**config.mk**
```make
export PLATFORM = sky130hd
export DESIGN_NAME = stream_mux_rr
export DESIGN_NICKNAME = d
export VERILOG_FILES = /design/src/rtl/stream_mux_rr.sv
export SDC_FILE = /design/constraint.sdc
export NUM_CORES = 1
export LEC_CHECK = 0
export ABC_AREA = 0
export CORE_AREA = 2 2 58 60
export CTS_CLUSTER_SIZE = 8
export DETAILED_ROUTE_END_ITERATION = 10
export DIE_AREA = 0 0 60 62
export PLACE_DENSITY = 0.82
export SLEW_MARGIN = 40
export SYNTH_ARGS = -nofsm -noshare
export SYNTH_HDL_FRONTEND = slang
export SYNTH_SLANG_ARGS = --single-unit
```
**constraint.sdc**
```tcl
create_clock -name clk -period 3 [get_ports clk]
set_input_delay 0.45 -clock clk [delete_from_list [all_inputs] [get_ports clk]]
set_output_delay 0.45 -clock clk [all_outputs]
set_load 0.05 [all_outputs]
```
**src/rtl/stream_mux_rr.sv**
```systemverilog
// stream_mux_rr: N-to-1 valid/ready stream multiplexer with a registered
// output stage. The channel is picked either by a fixed select index or by a
// round-robin search that starts just after the most recently granted channel.
module stream_mux_rr #(
  parameter int WIDTH = 8,
  parameter int NCH   = 4,
  localparam int SELW = $clog2(NCH)
) (
  input  logic                 clk,
  input  logic                 rst,
  input  logic [NCH*WIDTH-1:0] in_data,
  input  logic [NCH-1:0]       in_valid,
  output logic [NCH-1:0]       in_ready,
  input  logic                 mode,
  input  logic [SELW-1:0]      sel,
  output logic [WIDTH-1:0]     out_data,
  output logic [SELW-1:0]      out_chan,
  output logic                 out_valid,
  input  logic                 out_ready
);

  // Output register and arbitration state
  logic [WIDTH-1:0] out_data_q,  out_data_d;
  logic [SELW-1:0]  out_chan_q,  out_chan_d;
  logic             out_valid_q, out_valid_d;
  logic [SELW-1:0]  last_grant_q, last_grant_d;

  // Combinational arbitration signals
  logic             load_en;
  logic [SELW-1:0]  grant_rr;
  logic             found_rr;
  logic [SELW-1:0]  grant;
  logic             grant_ok;
  logic             grant_valid;
  logic             accept;
  logic [WIDTH-1:0] chan_data [NCH];

  // Unpack the flat data bus into one word per channel
  generate
    for (genvar gi = 0; gi < NCH; gi++) begin : g_unpack
      assign chan_data[gi] = in_data[gi*WIDTH +: WIDTH];
    end
  endgenerate

  // The register can take a new beat when it is empty or being drained
  assign load_en = !out_valid_q || out_ready;

  // Round-robin search: last_grant+1, +2, ... wrapping modulo NCH
  always_comb begin
    int idx;
    idx      = 0;
    grant_rr = '0;
    found_rr = 1'b0;
    for (int i = 1; i <= NCH; i++) begin
      idx = int'(last_grant_q) + i;
      if (idx >= NCH) idx = idx - NCH;
      if (!found_rr && in_valid[idx]) begin
        found_rr = 1'b1;
        grant_rr = SELW'(idx);
      end
    end
  end

  // Select the grant source by mode; an out-of-range sel grants nothing
  always_comb begin
    if (mode) begin
      grant    = grant_rr;
      grant_ok = found_rr;
    end else begin
      grant    = sel;
      grant_ok = (int'(sel) < NCH);
    end
  end

  // in_ready is one-hot at the granted channel, and forced low during reset
  generate
    for (genvar gi = 0; gi < NCH; gi++) begin : g_ready
      assign in_ready[gi] = !rst && grant_ok && load_en && (grant == SELW'(gi));
    end
  endgenerate

  assign grant_valid = grant_ok && in_valid[grant];
  assign accept      = grant_valid && load_en;

  // Next-state: accept replaces the buffered beat, drain clears valid, stall holds
  always_comb begin
    out_data_d   = out_data_q;
    out_chan_d   = out_chan_q;
    out_valid_d  = out_valid_q;
    last_grant_d = last_grant_q;
    if (accept) begin
      out_data_d  = chan_data[grant];
      out_chan_d  = grant;
      out_valid_d = 1'b1;
      if (mode) last_grant_d = grant;
    end else if (out_ready) begin
      out_valid_d = 1'b0;
    end
  end

  // State registers; last_grant resets to NCH-1 so the first RR grant is ch0
  always_ff @(posedge clk or posedge rst) begin
    if (rst) begin
      out_data_q   <= '0;
      out_chan_q   <= '0;
      out_valid_q  <= 1'b0;
      last_grant_q <= SELW'(NCH - 1);
    end else begin
      out_data_q   <= out_data_d;
      out_chan_q   <= out_chan_d;
      out_valid_q  <= out_valid_d;
      last_grant_q <= last_grant_d;
    end
  end

  assign out_data  = out_data_q;
  assign out_chan  = out_chan_q;
  assign out_valid = out_valid_q;

endmodule
```
Word-level counts from Yosys, hierarchy flattened
Cells that the tools add are included.

Add/sub/neg operators: 8. Order comparisons: 10. Equal/unequal tests: 3. Muxes and demuxes: 33. Bitwise gates (word level): 1. Reductions and logical operators: 20.

Operators with widths (count): 32-bit by 4-bit less-than comparator with 1-bit output (second input constant) (4); 32-bit 2-to-1 mux (4); 8-bit binary-select mux with 2-bit select (1); 1-bit 2-to-1 mux (16); 8-bit 2-to-1 mux (2); 3-bit greater-or-equal comparator (second input constant) (4); 3-bit by 3-bit subtractor with 4-bit output (second input constant) (3); 1-bit logical AND (11); 1-bit binary-select mux with 2-bit select (5); 2-bit 2-to-1 mux (5); 2-bit by 2-bit adder with 3-bit output (second input constant) (2); 1-bit zero test (5); 4-bit by 3-bit subtractor with 5-bit output (second input constant) (1); 2-bit by 3-bit adder with 4-bit output (second input constant) (1); 2-bit == test (second input constant) (2); 4-bit by 3-bit greater-or-equal comparator with 1-bit output (second input constant) (1); 2-bit by 1-bit adder with 3-bit output (second input constant) (1); 2-bit by 3-bit less-than comparator with 1-bit output (second input constant) (1); 2-bit NOT with 3-bit output (1); 2-bit by 1-bit == test with 1-bit output (second input constant) (1); 2-bit zero test (1); 2-bit AND reduction (1); 2-bit nonzero test (1); 1-bit logical OR (1).

Register bits: 13. Input bits: 42. Output and inout port bits: 15. Logic and storage cells: 79.

Logic depth before layout (Yosys ltp)
Gate-level depths: netlist of the first run.

Word-level depth: 22. Depth in mapped cells: 9. Mapped depth without buffers: 6.

Worst setup path after synthesis of the first run
No wires, ideal clock.

Path kind: flip-flop to output port. Start point: reg last_grant_q[1]. End point: out in_ready[2]. Data arrival time: 2290 ps. Required time: 2550 ps. Path slack: 260 ps. Stages on the path, launching flop included: 9. Path buffers: 3. Path through: dfstp_2 -> clkbuf_2 -> nand2_1 -> o211a_1 -> buf_2 -> nor3_4 -> clkbuf_1 -> nand2_1 -> nor2_1.

Cells in the longest elaborated chain, start to end: 20. Elaborated cells on any way between the ends: 48. Those cells by class: 8 x add/sub; 4 x order compare; 1 x eq/ne; 26 x mux; 9 x reduce/logical.

Ends and longest elaborated chain: from (decl) (line 26) `logic [SELW-1:0] last_grant_q, last_grant_d;`; from (signal assigned) (line 107) `last_grant_q <= SELW'(NCH - 1);`; from (signal assigned) (line 112) `last_grant_q <= last_grant_d;`; 2-bit by 1-bit adder with 3-bit output (line 55) `idx = int'(last_grant_q) + i;`; 3-bit by 3-bit subtractor with 4-bit output or 3-bit greater-or-equal comparator (tied branches) (line 56) `if (idx >= NCH) idx = idx - NCH;`; 32-bit 2-to-1 mux (line 56); 1-bit binary-select mux with 2-bit select (line 57) `if (!found_rr && in_valid[idx]) begin`; 1-bit 2-to-1 mux (implied by the code) (2 in a row) (line 57); 1-bit 2-to-1 mux (line 57); 1-bit zero test (line 57); 1-bit logical AND (line 57); [... 2 more ...]; 1-bit logical AND (line 57); 1-bit 2-to-1 mux (line 57); 1-bit zero test (line 57); 1-bit logical AND (line 57); 1-bit 2-to-1 mux (line 57); 1-bit 2-to-1 mux (line 66) `if (mode) begin`; 1-bit logical AND (2 in a row) (line 78) `assign in_ready[gi] = !rst && grant_ok && load_en && (grant == SELW'(gi));`; 1-bit logical AND * (line 78); to (decl) (line 13) `output logic [NCH-1:0] in_ready,`.

Mark *: on every way between the ends. The rest lies on a longest branch, timed or not. The select of a mux whose other input is x is not followed.

Worst setup path in the final report of the first run
Start point: in in_valid[3]. End point: out in_ready[2].

Cells in the longest elaborated chain, start to end: 17. Elaborated cells on any way between the ends: 32. Those cells by class: 1 x eq/ne; 22 x mux; 9 x reduce/logical.

Ends and longest elaborated chain: from (decl) (line 12) `input logic [NCH-1:0] in_valid,`; 1-bit binary-select mux with 2-bit select (line 57); 1-bit 2-to-1 mux (implied by the code) (2 in a row) (line 57); 1-bit 2-to-1 mux (line 57); 1-bit zero test (line 57); 1-bit logical AND (line 57); 1-bit 2-to-1 mux (line 57); 1-bit zero test (line 57); 1-bit logical AND (line 57); 1-bit 2-to-1 mux (line 57); 1-bit zero test (line 57); 1-bit logical AND (line 57); 1-bit 2-to-1 mux (line 57); 1-bit 2-to-1 mux (line 66); 1-bit logical AND (2 in a row) (line 78); 1-bit logical AND * (line 78).

Marked as above.

==> flow_summary_export.csv, run 1 <==
group,metric,value,unit
power_and_ir_drop,switchingPower,0.7064,mW
detailed_routing,via_per_inst,5.357,
setup_path,critPathSlowestCell,"clkdlybuf4s50_1",
power_and_ir_drop,power_frac_seq,0.239,
global_route,gr-total-overflow,0,
synth,ys_top_cells_by_count,"inv_1 (22), a211oi_1 (18), dfrtp_1 (11), mux2i_1 (10)",
synth,syn_nets,184,
placed_design,dpl.hpwl,2940,um
synth,synth-edff-count,0,
finish,antenna_cells,0,
power_and_ir_drop,clockPowerShare,0.077,
synth,ys_ff_latch,13,
finish,nets,246,
setup_path,crit_fanout,10,
setup_path,r2r.worst_path.cells,7,
global_route,grt_use_total,0.1957,
global_route,grt_pass1_wl,5616,um
power_and_ir_drop,ir_worst_vdd,0.0002242,V
sta,worst_pin_slew,625.2,ps
sta,fin_setup_tns,0,ps
synth,synth.area.top_cells,"dfrtp_1 (23%), a211oi_1 (11%), mux2i_1 (8.3%), inv_1 (6.8%), a311oi_1 (6.5%)",
placed_design,pre_cts_slack,95.56,ps
global_route,grt_max_degree,19,
clock_network,path_clk_slew,80,ps
hold_path,hold_path_class,"flop to flop",
finish,drive_gt1_frac,0.1281,
setup_path,r2r-start,"last_grant_q[0]",
floorplanning,die_h,62,um
placed_design,gp_congestion,0.8982,
hold_path,hp-start,"out_chan[1]",
floorplanning,ioPinCount,57,
setup_path,cp.arrival,2390,ps
clock_network,clock_sinks,13,
sta,finalHoldViolCount,0,
synth,synth_cell_types,35,
job,cap_viol_max_count,0,
detailed_routing,detail-route-antenna-nets,0,
sta,final.min_clock_period,2837,ps
power_and_ir_drop,power_density,738.6,nW/um2
global_route,grt_pass1_vias,1237,
status,status,"completed",
synth,synth_top_flop_cell,"dfrtp_1",
synth,synth_top_area_frac,0.2280,
clock_network,worst_skew_pair.late_latency,270,ps
clock_network,cts_tree,"yes",
sta,layout_setup_ws,163.2,ps
detailed_routing,drt_iter0_drc,88,
setup_path,cp_num_cells,7,
setup_path,critical-path-max-stage-delay,600,ps
sta,max_freq,352.5,MHz
detailed_routing,drt_first_pass_iters,4,
clock_network,post_cts_resized,0,
synth,synth_seq_area_share,0.2715,
clock_network,root_buffer,"clkbuf_4",
detailed_routing,num_vias,1334,
power_and_ir_drop,switching_share,0.5038,
synth,yosysMostFrequentCell,"inv_1",
sta,fin_crit_sh,0.9456,
setup_path,setup.worst_path.class,"primary input to output pin",
finish,area_delta_synth_final,57.20,%
clock_network,post-cts-setup-buffers,0,
clock_network,clockBufferDepth,2,
floorplanning,core,3179,um2
finish,final_core_utilization,0.5970,
clock_network,cts_buffers,3,
synth,syn_inst,142,
synth,avgSynthCellArea,8.503,um2
detailed_routing,wire_per_inst,14.21,um
clock_network,htree_levels,1,
setup_path,setup.worst_path.start_class,"primary input",
finish,final-instance-count-excl-fill,249,
power_and_ir_drop,p_int,0.6956,mW
sta,finalClockSkew,2.768,ps
setup_path,endpoint_kind,"output pin",
setup_path,path_common_cell,"nor2_1",
floorplanning,placementRows,21,
detailed_routing,route.detailed.drc,0,
setup_path,worst_path_dominant_cell_family,"simple AND/OR/NAND/NOR gates",
global_route,antenna_found_initial,0,
setup_path,critical_path.startpoint,"in_valid[3]",
synth,syn-cell-area,1207,um2
setup_path,path_buf_inv,2,
setup_path,cp_cell_sequence,"clkdlybuf4s50_1 -> nor2_1 -> o211a_1 -> nor3_4 -> nand2_1 -> nor2_1 -> buf_12",
placed_design,placed_cells,245,
floorplanning,die_w,60,um
floorplanning,initial_core_util,0.3798,
power_and_ir_drop,p_total,1.402,mW
hold_path,min_path_cells,1,
clock_network,cts-hold-fix-buffers,0,
sta,rsz0062_at_grt,"no",
power_and_ir_drop,combPwrFrac,0.684,
setup_path,reg2reg_slack,610,ps
placed_design,place.port_buffers,56,
floorplanning,dieArea,3720,um2
synth,async_reset_ff_frac,1.000,
setup_path,critical_path_required,2550,ps
synth,yosysWarnings,0,
sta,setup_viol,0,
sta,maxSlewViolCount,0,
detailed_routing,drt_wl_total,3538,um
synth,synth_area_leader_cell,"dfrtp_1",
power_and_ir_drop,p_leak,0.8041,nW
sta,slew_headroom,0.5814,
==> power groups by stage <==
stage | Sequential, mW | Combinational [mW] | Clock [mW]
after detailed placement | 0.336 | 0.957 | 0
final | 0.335 | 0.959 | 0.108
after global routing | 0.345 | 1.02 | 0.114
after CTS | 0.334 | 0.958 | 0.108
after global placement | 0.332 | 0.938 | 0
after floorplan | 0.563 | 0.406 | 0
==> final cells by class <==
class / count / area (um2)
clock buffers: 4 / 26.28
fillers: 285 / 1281
inverters: 22 / 82.58
multi-input cells: 97 / 745.7
flip-flops and latches: 13 / 327.8
well taps: 46 / 57.56
repair buffers: 67 / 658.1
==> worst paths after layout <==
path,to
max,in_ready[2]
min,out_chan[1]
max reg2reg,out_data[4]
min reg2reg,out_chan[1]
max in group asynchronous,last_grant_q[0]
min in group asynchronous,out_data[6]
==> layer usage <==
layer	GRT usage	routed length (um)	vias to the layer above
li1	-	-	667
met1	0.2783	1607	594
met2	0.3137	1616	67
met3	0.01449	257	6
met4	0.06984	56	0
met5	0	0	-
==> placed cells by master (no fill, tap or decap), drive strengths merged, types with 5 or more instances in the layout <==
master | netlist | routed
a211oi | 19 | 19
a311oi | 9 | 9
buf | 5 | 15
clkdlybuf4s50 | 0 | 52
dfrtp | 11 | 11
inv | 22 | 22
mux2i | 10 | 10
nand2 | 5 | 5
nor2 | 8 | 8
nor2b | 6 | 6
o211ai | 10 | 10
o31ai | 8 | 8
==> sequential cells by signal (all words and copies together), names as in the netlist <==
register / flops
last_grant_q: 2
out_data: 8
out_chan: 2
out_valid: 1
==> metrics by stage <==
step	cell area (um2)	hold WS (ps)
final	1898	492.3
after global routing	1898	528.2
after CTS	1898	499.0
after detailed placement	1872	482.0
after global placement	1872	496.8
after floorplan	1207	325.5
==> cells by family after synthesis <==
logic type,after synthesis,share of synthesized area
and+or+nand+nor,25,0.1119
DFF,13,0.2715
muxes,11,0.09223
AOI/OAI and AO/OA,61,0.4135
buffers and inverters,32,0.1109
==> worst reg2reg max path, delay by kind of cell, from the launching register on <==
family | cells | cell delay, ps
AOI/OAI and AO/OA | 2 | 670
DFF | 1 | 610
and+or+nand+nor | 2 | 400
muxes | 2 | 370
buffers and inverters | 1 | 260
Note: power is estimated with default switching activity, not from simulation.
==> run 2, diff against run 1 <==
--- a/config.mk
+++ b/config.mk
@@ -6,6 +6,7 @@
 export NUM_CORES = 1
 export LEC_CHECK = 0
 export ABC_AREA = 0
+export ABC_CLOCK_PERIOD_IN_PS = 3000
 export CORE_AREA = 2 2 58 60
 export CTS_CLUSTER_SIZE = 8
 export DETAILED_ROUTE_END_ITERATION = 10
==> results of run 2 <==
Final layout, timing and power as in run 1 (identical DEF).
==> run 3, diff against run 2 <==
--- a/config.mk
+++ b/config.mk
@@ -12,6 +12,7 @@
 export DETAILED_ROUTE_END_ITERATION = 10
 export DIE_AREA = 0 0 60 62
 export PLACE_DENSITY = 0.82
+export SETUP_SLACK_MARGIN = 0.02
 export SLEW_MARGIN = 40
 export SYNTH_ARGS = -nofsm -noshare
 export SYNTH_HDL_FRONTEND = slang
==> run 3 against run 2 <==
Count of clock-buffer cells in the layout is the same. Sequential share of layout area shrank 0.068 points. Clock power is essentially flat. Cell count grew 0.40%. Fmax grew 2.0%. Largest power group unchanged. Critical endpoint is now in_ready[3]. Global-route usage is the same. Sequential power is essentially flat. Hold slack is essentially flat. Power grew 0.55%. Die area is the same. Worst setup slack gained 55 ps.
==> flow_summary_export.csv, run 3 (synthesis gave the netlist of run 1 again) <==
group,metric,value,unit
detailed_routing,wire_per_inst,14.29,um
detailed_routing,via_per_inst,5.332,
finish,largest_reg_flops,8,
job,cap_viol_max_count,0,
global_route,grt_use_total,0.1957,
placed_design,gp_congestion,0.8982,
finish,antenna_cells,0,
clock_network,root_buffer,"clkbuf_4",
global_route,grt_max_degree,19,
floorplanning,die_h,62,um
clock_network,clockBufferDepth,2,
detailed_routing,route.met2.wl,1642,um
placed_design,dpl.hpwl,2940,um
sta,setup_viol,0,
global_route,antenna_found_initial,0,
detailed_routing,met1Wirelength,1618,um
placed_design,place_area,1872,um2
placed_design,pre_cts_slack,95.56,ps
sta,finalHoldViolCount,0,
clock_network,clock_sinks,13,
setup_path,endpoint_kind,"output pin",
clock_network,cts_tree,"yes",
sta,maxSlewViolCount,0,
finish,mostFrequentLayoutCells,"clkdlybuf4s50_1 (52), inv_1 (22), a211oi_1 (18)",
floorplanning,ioPinCount,57,
power_and_ir_drop,ir_worst_vdd,0.0002246,V
power_and_ir_drop,p_leak,0.8090,nW
sta,fin_crit_sh,0.9271,
finish,num-fill-cells,283,
floorplanning,dieArea,3720,um2
status,status,"completed",
sta,finalClockSkew,2.263,ps
finish,multi_input_area,745.7,um2
setup_path,critical_path_required,2550,ps
sta,layout_setup_ws,218.6,ps
setup_path,r2r-start,"last_grant_q[0]",
setup_path,cp-endpoint,"in_ready[3]",
clock_network,path_clk_slew,80,ps
detailed_routing,num_vias,1333,
setup_path,reg2reg_to,"out_data[4]",
finish,seqCellArea,327.8,um2
clock_network,cts_buffers,3,
setup_path,cp.arrival,2330,ps
setup_path,critical_path.startpoint,"in_valid[0]",
power_and_ir_drop,power_density,739.8,nW/um2
floorplanning,core,3179,um2
sta,rsz0062_at_grt,"no",
floorplanning,placementRows,21,
detailed_routing,wl_met3,256,um
sta,fin_setup_tns,0,ps
finish,drive_gt1_frac,0.1324,
clock_network,worst_skew_pair.late_latency,270,ps
finish,area_delta_synth_final,57.82,%
sta,max_freq,359.5,MHz
detailed_routing,highest_layer,"met4",
setup_path,crit_fanout,6,
placed_design,place.port_buffers,56,
floorplanning,die_w,60,um
detailed_routing,drt_wl_total,3573,um
sta,hold_ws,492.3,ps
clock_network,cts-hold-fix-buffers,0,
detailed_routing,drt_iter0_drc,78,
finish,fin_area,1906,um2
clock_network,htree_levels,1,
finish,nets,247,
setup_path,setup.worst_path.class,"primary input to output pin",
hold_path,hold_path_class,"flop to flop",
setup_path,r2r.worst_path.cells,8,
setup_path,reg2reg_slack,560,ps
sta,final.min_clock_period,2781,ps
sta,worst_pin_slew,626.0,ps
global_route,grt_pass1_wl,5616,um
global_route,grt_pass1_vias,1237,
global_route,gr-total-overflow,0,
sta,slew_headroom,0.5808,
finish,final_core_utilization,0.5994,
detailed_routing,route.detailed.drc,0,
floorplanning,initial_core_util,0.3798,
setup_path,setup.worst_path.start_class,"primary input",
detailed_routing,detail-route-antenna-nets,0,
finish,mostFrequentLayoutCell,"clkdlybuf4s50_1",
detailed_routing,drt_first_pass_iters,4,
[run 3: cell count changes in the layout (fill, tap and decap cells not counted), sizes merged]
| cell | before | now |
|---|---|---|
| buf | 15 | 16 |
[run 3: critical path: stages]
cell and delay [ps]:
clkdlybuf4s50_1 560, nor2b_1 260, nand2_1 140, a41o_1 280
nor2_1 320, nor2_1 150, buf_12 170
[run 3: layout make-up]
type                            instances  share of cell area
Tap cell                               46             0.03020
Clock buffer                            4             0.01379
Multi-Input combinational cell         97              0.3913
Timing Repair Buffer                   68              0.3493
Inverter                               22             0.04334
Sequential cell                        13              0.1720
[run 3: worst min-delay path by stage]
stage | startpoint | endpoint | slack (ps) | depth (start not counted)
floorplan | rst | out_chan[0] | 330 | 1
global placement | out_chan[1] | out_chan[1] | 500 | 1
detailed placement | out_chan[1] | out_chan[1] | 480 | 1
CTS | out_chan[1] | out_chan[1] | 500 | 1
global route | out_chan[1] | out_chan[1] | 530 | 1
finish | out_chan[1] | out_chan[1] | 490 | 1
[run 3: report_power, final]
| part | leakage, nW | internal (mW) | switching (mW) |
|---|---|---|---|
| Combinational | 0.640 | 0.380 | 0.586 |
| Sequential | 0.154 | 0.269 | 0.0666 |
| Clock | 0.0150 | 0.0515 | 0.0562 |
[run 3: routing by layer]
layer	up-vias	global-route usage
li1	668	-
met1	595	0.2783
met2	64	0.3137
met3	6	0.01449
met4	0	0.06984
met5	-	0
[run 3: per-stage QoR]
step | instances | total power [mW]
global placement | 245 | 1.270
global route | 250 | 1.489
detailed placement | 245 | 1.292
CTS | 249 | 1.401
floorplan | 142 | 0.9697
finish | 250 | 1.410
[run 3: what timing repair did]
item | in CTS | in global routing
gates resized for setup | 0 | 0
setup buffers | 0 | 1
endpoints found under the setup margin | 0 | 2
